<file path="src/rtl/clk_divider_multi.sv">
// Multi-channel programmable clock divider: each channel produces a 50%-duty square
// wave with a runtime half-period, a rising-edge tick, and glitch-free divisor updates.
module clk_divider_multi #(
   parameter int N_CH        = 2,
   parameter int CNT_W       = 28,
   parameter int CH_W        = 1,
   parameter int DEFAULT_DIV = 50000000
) (
   input  logic             master_clk,
   input  logic             rst,
   input  logic             en,
   input  logic             sync_restart,
   input  logic             wr_en,
   input  logic [CH_W-1:0]  wr_ch,
   input  logic [CNT_W-1:0] wr_div,
   output logic [N_CH-1:0]  clk_out,
   output logic [N_CH-1:0]  tick,
   output logic [N_CH-1:0]  pend
);

   localparam logic [CNT_W-1:0] DEF_DIV = CNT_W'(DEFAULT_DIV);
   localparam logic [CNT_W-1:0] ONE     = CNT_W'(1);

   genvar i;
   generate
      for (i = 0; i < N_CH; i++) begin : g_ch
         logic [CNT_W-1:0] cnt;
         logic [CNT_W-1:0] div_act;
         logic [CNT_W-1:0] div_sh;
         logic [CNT_W-1:0] next_div;
         logic             wr_hit;
         logic             idle;
         logic             tc;
         logic             clk_r;
         logic             tick_r;
         logic             pend_r;

         // Out-of-range channel indices never match any channel, so they are dropped.
         assign wr_hit   = wr_en && (int'(wr_ch) == i);
         assign idle     = (div_act == '0);
         assign tc       = !idle && (cnt == div_act - ONE);
         // A write landing on the same cycle as an apply point wins over the shadow.
         assign next_div = wr_hit ? wr_div : div_sh;

         always_ff @(posedge master_clk or negedge rst) begin
            if (!rst) begin
               cnt     <= '0;
               div_act <= DEF_DIV;
               div_sh  <= DEF_DIV;
               clk_r   <= 1'b0;
               tick_r  <= 1'b0;
               pend_r  <= 1'b0;
            end else if (sync_restart) begin
               cnt     <= '0;
               div_act <= next_div;
               div_sh  <= next_div;
               clk_r   <= 1'b0;
               tick_r  <= 1'b0;
               pend_r  <= 1'b0;
            end else if (idle) begin
               cnt    <= '0;
               clk_r  <= 1'b0;
               tick_r <= 1'b0;
               if (wr_hit) begin
                  div_act <= wr_div;
                  div_sh  <= wr_div;
                  pend_r  <= 1'b0;
               end
            end else if (en && tc) begin
               cnt     <= '0;
               div_act <= next_div;
               div_sh  <= next_div;
               pend_r  <= 1'b0;
               if (next_div == '0) begin
                  clk_r  <= 1'b0;
                  tick_r <= 1'b0;
               end else begin
                  clk_r  <= ~clk_r;
                  tick_r <= ~clk_r;
               end
            end else begin
               if (en) begin
                  cnt <= cnt + ONE;
               end
               tick_r <= 1'b0;
               if (wr_hit) begin
                  div_sh <= wr_div;
                  pend_r <= 1'b1;
               end
            end
         end

         assign clk_out[i] = clk_r;
         assign tick[i]    = tick_r;
         assign pend[i]    = pend_r;
      end
   endgenerate

endmodule
</file>
<file path="config.mk">
export PLATFORM = sky130hd
export DESIGN_NAME = clk_divider_multi
export DESIGN_NICKNAME = d
export VERILOG_FILES = /design/src/rtl/clk_divider_multi.sv
export SDC_FILE = /design/constraint.sdc
export NUM_CORES = 1
export LEC_CHECK = 0
export CAP_MARGIN = 20
export CORE_ASPECT_RATIO = 1.1
export CORE_MARGIN = 2
export CORE_UTILIZATION = 36
export CTS_CLUSTER_SIZE = 28
export DETAILED_ROUTE_END_ITERATION = 16
export HOLD_SLACK_MARGIN = 0.1
export PLACE_DENSITY = 0.62
export SLEW_MARGIN = 30
export SYNTH_ARGS = -nofsm -noshare
export SYNTH_HDL_FRONTEND = slang
export SYNTH_SLANG_ARGS = --single-unit
</file>
<file path="constraint.sdc">
create_clock -name master_clk -period 5 [get_ports master_clk]
set_input_delay 1 -clock master_clk [delete_from_list [all_inputs] [get_ports master_clk]]
set_output_delay 1 -clock master_clk [all_outputs]
set_load 0.02 [all_outputs]
</file>
==> results.py <==
metrics = {
    "status": {
        "status": "finished clean",
    },
    "pwr": {
        "switchingPower_w": 0.00121,
        "power.internal_w": 0.00266,
        "combPwrFrac": 0.204,
        "seqPwrFrac": 0.462,
        "powerDensity_nw_per_um2": 335,
        "switching_share": 0.314,
        "pwr-share-clk": 0.334,
        "ir_worst_vdd_mv": 0.166,
        "static-leakage-power_nw": 4.90,
    },
    "yosys": {
        "syn-instance-count": 1094,
        "synth_fp_nets": 1134,
        "yosysWarnings": 0,
        "syn_area_um2": 10300,
        "synth_ff_type": "dfrtp_1",
        "synth_cell_types": 80,
        "ys_ff_latch": 174,
        "synth_edf_count": 0,
        "syn_avg_cell_area_um2": 9.41,
        "async_flop_share": 1.00,
        "yosysSeqAreaShare": 0.429,
    },
    "clocking": {
        "htree_levels": 4,
        "cts_tree": "yes",
        "numClockSinks": 174,
        "cts.hold.buffers_added": 0,
        "postCtsResizedCells": 0,
        "post_cts_buffers": 0,
        "clkTransAtPathRegs_ns": 0.07,
        "numCtsBuffers": 17,
        "clockRootBuffer": "clkbuf_16",
        "insertion_delay_ns": 0.43,
        "cts.path.max_buffers": 2,
    },
    "floorplanning": {
        "design.core.area_um2": 27900,
        "die-area_um2": 30000,
        "num_io_pins": 40,
        "initial_utilization": 0.368,
        "fp-row-count": 64,
        "fp.dieW_um": 165,
        "fp.dieH_um": 181,
    },
    "sta": {
        "clock_skew_ns": 0.00758,
        "tns_ns": 0,
        "finalCritPeriodShare": 0.817,
        "hold_viol_final": 0,
        "tightest_slew_ns": 0.896,
        "finalMaxSlewViolations": 0,
        "max_freq_mhz": 245,
        "fin_ws_ns": 0.916,
        "fin_crit_ns": 4.08,
        "finalSetupViolations": 0,
        "fin_hold_ws_ns": 0.488,
        "rsz0062_at_grt": "false",
        "relSlewSlack": 0.400,
    },
    "global_routing": {
        "globalRouteOverflowTotal": 0,
        "grt_pass1_wl_um": 42100,
        "grtUsageTotal": 0.178,
        "grt_pass1_vias": 7824,
        "antenna_found_initial": 0,
        "grt_max_degree": 88,
    },
    "setup_path": {
        "ff2ff_path_depth": 10,
        "r2r_slack_ns": 0.92,
        "startpoint_type": "register",
        "r2r-start": "g_ch[1].div_act[0]",
        "r2r-end": "g_ch[1].div_act[10]",
        "critPathKind": "reg2reg",
        "crit_required_ns": 5.32,
        "cp_max_fo": 27,
        "crit_path_end_kind": "register",
        "arrival_ns": 4.40,
    },
    "job": {
        "cap_violations": 0,
    },
    "layout": {
        "fin_cells": 1490,
        "areaGrowthSynthToFinish_pct": 12.3,
        "nets": 1154,
        "drive_above_1_share": 0.152,
        "num_antenna_cells": 0,
    },
    "drt": {
        "wl_per_cell_um": 17.4,
        "drt_wl_total_um": 25900,
        "drt_iter0_drc": 430,
        "vias": 7968,
        "drtPass1Iterations": 5,
        "drcViolationCount": 0,
        "via_per_inst": 5.35,
        "drtAntennaViolNets": 0,
    },
    "min_path": {
        "whs_endpoint": "g_ch[0].div_sh[21]",
        "hold_class": "reg2reg",
        "whs_path_depth": 2,
        "worstHoldStart": "g_ch[0].div_sh[21]",
    },
    "place": {
        "pre_cts_ws_ns": 0.914,
        "dp.cells": 1458,
        "gp_congestion": 0.918,
        "place_hpwl_um": 19600,
        "port_buffers": 39,
    },
}
layout by cell type, fill, tap and decap left out, types with 38 or more instances in the layout:
cell type	count
dfrtp_1	126
nand2_1	125
nor2_1	125
xor2_1	68
xnor2_1	58
dfstp_2	48
inv_1	47
nor3_1	39
clkdlybuf4s50_1	38
worst max-delay path: stages (launching register included):
cell and delay, ns:
dfrtp_1 0.42, inv_1 0.11, ha_1 0.28, or4b_1 0.57, or2_1 0.30, or4_1 0.51, o21ai_1 0.18, o211a_1 0.19
nand4_2 0.21, o21ai_4 0.77, mux2_2 0.42
routing by layer:
layer	vias up	routed length [µm]	global-route usage	part of all wire
met5	-	0	0	0
met4	0	742	0.0612	0.029
met3	52	919	0.0298	0.036
met2	183	12600	0.293	0.49
met1	3874	11600	0.237	0.45
li1	3859	-	-	-
Yosys cell counts, types with 33 or more instances:
master	n	area share
a21oi_1	36	0.018
dfrtp_1	126	0.31
dfstp_2	48	0.12
inv_1	47	0.017
mux2_2	36	0.039
mux2i_1	37	0.036
nand2_1	126	0.046
nand3_1	37	0.018
nor2_1	125	0.046
nor3_1	39	0.019
nor4_1	33	0.020
xnor2_1	58	0.049
xor2_1	68	0.058
through the flow:
step / area, µm² / utilization / power (W)
3_5_place_dp: 11000 / 0.393 / 0.00259
5_1_grt: 11600 / 0.413 / 0.00407
2_1_floorplan: 10300 / - / 0.00234
3_3_place_gp: 11000 / 0.393 / 0.00257
4_1_cts: 11600 / 0.413 / 0.00390
6_report: 11600 / 0.413 / 0.00387
final cells by class:
cell class	count	area [µm²]
Fill cell	2761	16400
Multi-Input combinational cell	820	5440
Sequential cell	174	4410
Timing Repair Buffer	54	504
Tap cell	363	454
Clock buffer	19	433
Inverter	47	176
Clock inverter	13	130
worst max path at each step:
stage / from / endpoint / depth (start not counted)
floorplan: wr_ch / g_ch[1].tick_r / 9
global placement: g_ch[1].div_act[0] / g_ch[1].div_act[2] / 10
detailed placement: wr_ch / g_ch[1].tick_r / 9
CTS: g_ch[1].div_act[0] / g_ch[1].div_act[4] / 10
global route: g_ch[0].div_act[0] / g_ch[0].clk_r / 11
finish: g_ch[1].div_act[0] / g_ch[1].div_act[10] / 10
sequential cells by signal, summed over array words and instances, names as in the netlist:
signal        flops
g_ch.pend_r       2
g_ch.tick_r       2
g_ch.cnt         56
g_ch.clk_r        2
g_ch.div_sh      56
g_ch.div_act     56
kinds of logic after synthesis:
| family | Yosys count | synth area share |
|---|---|---|
| adder cells (fa/ha/maj) | 6 | 0.00729 |
| AND/OR/NAND/NOR | 482 | 0.233 |
| AO/OA/AOI/OAI | 113 | 0.0748 |
| XOR/XNOR | 127 | 0.109 |
| multiplexers | 92 | 0.103 |
| buffers and inverters | 100 | 0.0436 |
| flip-flops | 174 | 0.429 |
power by group through the flow:
stage	Clock, W	Sequential [W]	Combinational [W]
after floorplan	0	0.00172	0.000614
after global placement	0	0.00180	0.000770
after detailed placement	0	0.00181	0.000783
after CTS	0.00132	0.00179	0.000791
after global routing	0.00138	0.00181	0.000870
final	0.00129	0.00179	0.000790
No activity file was read; power rests on OpenSTA's default activity.
